==> config.mk <==
export PLATFORM = sky130hd
export DESIGN_NAME = fpu_result_packer
export DESIGN_NICKNAME = d
export VERILOG_FILES = /design/src/rtl/fpu_result_packer.sv
export SDC_FILE = /design/constraint.sdc
export NUM_CORES = 1
export LEC_CHECK = 0
export CELL_PAD_IN_SITES_DETAIL_PLACEMENT = 0
export CELL_PAD_IN_SITES_GLOBAL_PLACEMENT = 1
export CORE_UTILIZATION = 44
export CTS_BUF_LIST = sky130_fd_sc_hd__clkbuf_8 sky130_fd_sc_hd__clkbuf_16
export DETAILED_ROUTE_END_ITERATION = 10
export PLACE_DENSITY_LB_ADDON = 0.1
export SYNTH_ARGS = -nofsm -noshare
export SYNTH_HDL_FRONTEND = slang
export SYNTH_SLANG_ARGS = --single-unit
==> constraint.sdc <==
create_clock -name clock_100Khz -period 5.9 [get_ports clock_100Khz]
set_input_delay 1.18 -clock clock_100Khz [delete_from_list [all_inputs] [get_ports clock_100Khz]]
set_output_delay 1.18 -clock clock_100Khz [all_outputs]
set_load 0.01 [all_outputs]
==> src/rtl/fpu_result_packer.sv <==
// Normalizes, rounds (nearest-even) and packs an unpacked FPU result into
// the 32-bit word {sign, exp[9:0], frac[20:0]}, with zero/overflow/underflow/inexact flags.
module fpu_result_packer #(
    parameter int EXP_W  = 10,
    parameter int FRAC_W = 21,
    parameter int BIAS   = 511
) (
    input  logic                clock_100Khz,
    input  logic                reset,
    input  logic                start,
    input  logic                sign_in,
    input  logic [EXP_W+1:0]    exp_in,
    input  logic [FRAC_W+3:0]   mant_in,
    output logic                busy,
    output logic                done,
    output logic [31:0]         data_out,
    output logic [3:0]          status_out,
    output logic [1:0]          o_dbg_state
);
    typedef enum logic [1:0] {S_IDLE, S_NORM, S_ROUND, S_PACK} state_t;

    localparam int EXP_MAX_I = 2 * BIAS + 1;
    localparam logic signed [EXP_W+1:0] EXP_MAX = EXP_MAX_I[EXP_W+1:0];
    localparam logic signed [EXP_W+1:0] EXP_ONE = {{(EXP_W+1){1'b0}}, 1'b1};
    localparam logic signed [EXP_W+1:0] EXP_ZERO = '0;
    localparam int MW = FRAC_W + 4;

    state_t                   r_state, w_state_nxt;
    logic                     r_sign, w_sign_nxt;
    logic signed [EXP_W+1:0]  r_exp, w_exp_nxt;
    logic [MW-1:0]            r_mant, w_mant_nxt;
    logic                     r_zero, w_zero_nxt;
    logic                     r_inexact, w_inexact_nxt;
    logic                     r_busy, w_busy_nxt;
    logic                     r_done, w_done_nxt;
    logic [31:0]              r_data, w_data_nxt;
    logic [3:0]               r_status, w_status_nxt;
    logic                     w_inc;
    logic [FRAC_W:0]          w_frac_sum;

    assign busy        = r_busy;
    assign done        = r_done;
    assign data_out    = r_data;
    assign status_out  = r_status;
    assign o_dbg_state = r_state;

    // Guard rounds up on a tie only when the retained LSB is odd.
    assign w_inc      = r_mant[1] & (r_mant[0] | r_mant[2]);
    assign w_frac_sum = {1'b0, r_mant[FRAC_W+1:2]} + {{FRAC_W{1'b0}}, w_inc};

    always_ff @(posedge clock_100Khz or negedge reset) begin
        if (!reset) begin
            r_state   <= S_IDLE;
            r_sign    <= 1'b0;
            r_exp     <= '0;
            r_mant    <= '0;
            r_zero    <= 1'b0;
            r_inexact <= 1'b0;
            r_busy    <= 1'b0;
            r_done    <= 1'b0;
            r_data    <= '0;
            r_status  <= '0;
        end else begin
            r_state   <= w_state_nxt;
            r_sign    <= w_sign_nxt;
            r_exp     <= w_exp_nxt;
            r_mant    <= w_mant_nxt;
            r_zero    <= w_zero_nxt;
            r_inexact <= w_inexact_nxt;
            r_busy    <= w_busy_nxt;
            r_done    <= w_done_nxt;
            r_data    <= w_data_nxt;
            r_status  <= w_status_nxt;
        end
    end

    always_comb begin
        w_state_nxt   = r_state;
        w_sign_nxt    = r_sign;
        w_exp_nxt     = r_exp;
        w_mant_nxt    = r_mant;
        w_zero_nxt    = r_zero;
        w_inexact_nxt = r_inexact;
        w_busy_nxt    = r_busy;
        w_done_nxt    = 1'b0;
        w_data_nxt    = r_data;
        w_status_nxt  = r_status;
        case (r_state)
            S_IDLE: begin
                if (start) begin
                    w_sign_nxt    = sign_in;
                    w_exp_nxt     = exp_in;
                    w_mant_nxt    = mant_in;
                    w_zero_nxt    = 1'b0;
                    w_inexact_nxt = 1'b0;
                    w_busy_nxt    = 1'b1;
                    w_state_nxt   = S_NORM;
                end
            end
            S_NORM: begin
                if (r_mant == '0) begin
                    w_zero_nxt  = 1'b1;
                    w_state_nxt = S_PACK;
                end else if (r_mant[MW-1]) begin
                    // Bit shifted out of the bottom folds into sticky.
                    w_mant_nxt = {1'b0, r_mant[MW-1:2], r_mant[1] | r_mant[0]};
                    w_exp_nxt  = r_exp + EXP_ONE;
                end else if (!r_mant[MW-2]) begin
                    w_mant_nxt = {r_mant[MW-2:0], 1'b0};
                    w_exp_nxt  = r_exp - EXP_ONE;
                end else begin
                    w_state_nxt = S_ROUND;
                end
            end
            S_ROUND: begin
                w_inexact_nxt = r_mant[1] | r_mant[0];
                w_mant_nxt    = {2'b01, w_frac_sum[FRAC_W-1:0], 2'b00};
                if (w_frac_sum[FRAC_W]) begin
                    w_exp_nxt = r_exp + EXP_ONE;
                end
                w_state_nxt = S_PACK;
            end
            S_PACK: begin
                w_done_nxt  = 1'b1;
                w_busy_nxt  = 1'b0;
                w_state_nxt = S_IDLE;
                if (r_zero) begin
                    w_data_nxt   = {r_sign, 31'h0};
                    w_status_nxt = 4'b0001;
                end else if (r_exp >= EXP_MAX) begin
                    w_data_nxt   = {r_sign, {EXP_W{1'b1}}, {FRAC_W{1'b0}}};
                    w_status_nxt = 4'b1010;
                end else if (r_exp <= EXP_ZERO) begin
                    w_data_nxt   = {r_sign, 31'h0};
                    w_status_nxt = 4'b1101;
                end else begin
                    w_data_nxt   = {r_sign, r_exp[EXP_W-1:0], r_mant[FRAC_W+1:2]};
                    w_status_nxt = {r_inexact, 3'b000};
                end
            end
            default: w_state_nxt = S_IDLE;
        endcase
    end
endmodule

After elaboration in Yosys (flattened, before gate mapping):

Cells that the tools add are included.
W data, S select, Z words.

* $add $sub $neg: 3
* magnitude comparators: 2
* equality and inequality tests: 10
* multiplexer cells: 29
* bitwise logic cells: 3
* reductions and logical operators: 14

Operators by type and width (number)
* $mux W31: 3
* $pmux W25 S3: 1
* $mux W12: 5
* $mux W25: 2
* $mux W24: 2
* $pmux W12 S3: 1
* $logic_not A25 Y1: 1
* $add A21 B1 Y22: 1
* $add A12 B2 Y12 const B: 1
* $ge A12 B11 Y1 const B: 1
* $le A12 B1 Y1 const B: 1
* $mux W4: 3
* $sub A12 B2 Y12 const B: 1
* $ne A3 B3 Y1 const B: 3
* $reduce_and A3 Y1: 3
* $mux W2: 4
* $ne A2 B2 Y1 const B: 4
* $pmux W2 S4: 1
* $pmux W1 S2: 3
* $reduce_and A2 Y1: 3
* $reduce_bool A2 Y1: 3
* $reduce_and A5 Y1: 1
* $eq A2 B2 Y1 const B: 2
* $mux W1: 4
* other kinds (6): 7

* register bits: 80
* input bits: 41
* output and inout bits: 40
* word-level logic and storage cells: 72

Longest topological paths before layout:

* word-level depth: 5
* mapped depth: 10
* depth with buffers taken out: 8

Worst setup path after synthesis:

No wires, ideal clock.

* kind: input to register
* from: input port start
* to: register r_exp[9]
* setup time: 0.125 ns
* arrival time: 2.073 ns
* required time: 5.775 ns
* path slack: 3.702 ns
* stages on the path: 5
* path buffers: 0
* cells stage by stage: nor2b_1 > nor2_1 > o41a_4 > o211ai_4 > mux2_2

* longest elaborated chain between the ends: 2

RTL lines
* start: declaration: line 10 `input logic start,`
* $ne A2 B2 Y1 (no line)
* $reduce_and A5 Y1 (no line)
* end signal: assignment: line 66 `r_exp <= w_exp_nxt;`
* end: declaration: line 30 `logic signed [EXP_W+1:0] r_exp, w_exp_nxt;`

No other way between the ends.
A chain may end at the register's enable or synchronous reset.

Final worst setup path:

* from: register r_state[1] (netlist: o_dbg_state[1])
* to: register r_data[13] (netlist: data_out[13])

* longest elaborated chain between the ends: 1

RTL lines
* start: declaration: line 28 `state_t r_state, w_state_nxt;`
* start signal: assignment: line 64 `r_state <= w_state_nxt;`
* $eq A2 B2 Y1: line 88 `case (r_state)`
* end signal: assignment: line 72 `r_data <= w_data_nxt;`
* end: declaration: line 36 `logic [31:0] r_data, w_data_nxt;`

No other way between the ends.

==> flow_summary.ini <==
[clocking]
cts_setup_buffers = 0
cts.sinks = 80
h-tree-depth = 3
clock_latency_ns = 0.35
ctsResizeCount = 0
numCtsBuffers = 9
hold_buffers = 0
cts.path.max_buffers = 2
cts_tree = done
cts-root-buf = clkbuf_16
clk_pin_slew_worst_paths_ns = 0.06

[floorplan]
ioPinCount = 81
dieArea_mm2 = 0.01190
die_y_um = 109.1
initial_core_util_pct = 45.92
die_x_um = 109.1
coreArea_mm2 = 0.01098
rows = 38

[yosys]
yosysTopAreaCell = dfrtp_1
synth_top_area_share_pct = 39.69
postSynthAreaPerCell_um2 = 8.756
syn_nets = 624
ys.warnings.count = 0
ys_top_cells_by_count = dfrtp_1 (80), nand2_1 (52), nor2_1 (48)
syn_inst = 576
synth_edf_count = 0
synth_seq_cells = 80
post-synth-top-count-cell = dfrtp_1
synth_cell_types = 64
async_flop_share_pct = 100.0
yosys-top-cells-area = dfrtp_1 (40%), a21oi_1 (4.3%), a22o_1 (4.0%)
ys.flop_type = dfrtp_1
ys_seq_area_share_pct = 39.69
netlist_area_mm2 = 0.005044

[final_layout]
multiInputGateArea_mm2 = 0.002674
area_growth_pct = 19.15
fin_nets = 660
drive_above_1_share_pct = 7.143
final_cells = 756
num_antenna_cells = 0
seqCellArea_mm2 = 0.002002
nFillCells = 1029
fin_area_mm2 = 0.006010

[grt]
grt.busiest_layer = met2
grt_overflow = 0
grt_start_max_net_pins = 81
grt_use_met2_pct = 39.13
met1_usage_pct = 32.14
met3_usage_pct = 3.825
grt.total_usage_pct = 24.40
antenna_found_initial = 0
grt_pass1_wl_mm = 22.09
grt_pass1_vias = 4368

[critical_path]
critical_path_arrival_ns = 3.78
critPathLaunchType = flip-flop
crit_buf_inv = 1
critPathRequiredTime_ns = 6.17
slowest_delay_ns = 0.81
path_delay_family = simple AND/OR/NAND/NOR gates
slowest_stage = nor2_2
rrSetupSlack_ns = 2.40
worstPathCellList = ha_1, inv_1, or3_1, a21o_2, nor2_2, a22o_1
end_kind = flip-flop
path_class = reg2reg
cp_max_fo = 32

[routing]
drc = 0
vias = 4442
ant_nets = 0
dr.pass1.iters = 7
via_per_inst = 5.876
wl_mm = 13.60
wire_per_inst_um = 17.99
initialDrtViolationCount = 175

[pwr]
power.density_mw_per_mm2 = 625.7
p_leak_nw = 2.388
ir_worst_vdd_mv = 0.4123

[sta]
period_share_pct = 59.41
timing.fmax_mhz = 285.3
worst_pin_slew_ns = 1.051
setup_violations = 0
finalHoldViolations = 0
fin_hold_ws_ns = 0.4917
clock_skew_ns = 0.006822
fin_crit_ns = 3.505
rsz0062_at_grt = no
relSlewSlack_pct = 29.87
fin_setup_tns_ns = 0
slew_viol_final = 0

[hold_path]
hp-class = reg2reg

[placed_design]
gp_congestion = 0.8783
dp_hpwl_mm = 9.024
placed_cell_area_mm2 = 0.005736
dp_cells = 741
io_buffers = 80

[run_status]
outcome = completed

[run]
cap_violations = 0
[layout make-up]
type                    count  share of cell area [%]
clock buffers              11                   4.206
clock inverters             4                  0.3539
inverters                  17                   1.062
multi-input cells         421                   44.49
flip-flops and latches     80                   33.31
well taps                 140                   2.915
repair buffers             83                   13.66
[per-layer routing]
layer  wire length (um)  part of all wire [%]
met4                314                   2.3
met1               6322                    46
met3                642                   4.7
met2               6323                    46
met5                  0                     0
[kinds of logic after synthesis]
logic type                 synth area share (%)
AOI/OAI and AO/OA                         26.12
xor gates and xnor gates                  3.820
adders and majority gates                 1.736
buffers and inverters                     7.343
DFF                                       39.69
muxes                                     2.332
and+or+nand+nor                           18.95
[power breakdown]
group / switching (W) / internal, W
logic: 0.00117 / 0.000888
registers: 0.000381 / 0.000797
clock network: 0.000224 / 0.000303
total: 0.00177 / 0.00199
[worst paths after layout]
| check | end | start | depth (start not counted) |
|---|---|---|---|
| setup reg to reg | data_out[13] | o_dbg_state[1] | 6 |
| hold / removal | status_out[0] | status_out[0] | 1 |
| min in group asynchronous | r_sign | reset | 1 |
| max in group asynchronous | data_out[12] | reset | 1 |
| setup / recovery | data_out[13] | o_dbg_state[1] | 6 |
| hold reg to reg | status_out[0] | status_out[0] | 1 |
[metrics by stage]
stage	power (W)	utilization [%]	worst slack, ns
final	0.003760	54.72	2.395
after global routing	0.004089	54.72	2.200
after CTS	0.003779	54.72	2.370
after detailed placement	0.003242	52.22	2.383
after global placement	0.003186	52.22	2.604
after floorplan	0.002709	-	3.702
[registers in the layout (all words and copies together) (netlist names), 2 cells and up]
name         count
r_exp           12
data_out        32
r_mant          25
o_dbg_state      2
status_out       4
[cell usage in the layout, fill, tap and decap left out, drive strengths merged, types with 3 or more instances in the layout]
cell           netlist  final
xor2                12     12
nor2                49     49
a22oi                7      7
a21o                 3      3
nand4               12     12
o211ai               5      5
nor3b               11     11
inv                 17     18
xnor2               10     10
o21ai               52     52
a31oi                5      5
mux2                 6      6
nor4                11     11
a21oi               43     43
o31ai               19     19
nand2b               3      3
ha                   7      7
nand2               53     53
or3                  3      3
clkbuf              24     11
a22o                23     23
nor3                14     14
o2bb2ai              8      8
o221ai              12     12
dfrtp               80     80
nor2b                6      6
mux2i                5      5
and2                 4      4
buf                 34      4
clkdlybuf4s50        0     79
and3                 7      7
nand3               11     11
No activity file was read; power rests on OpenSTA's default activity.
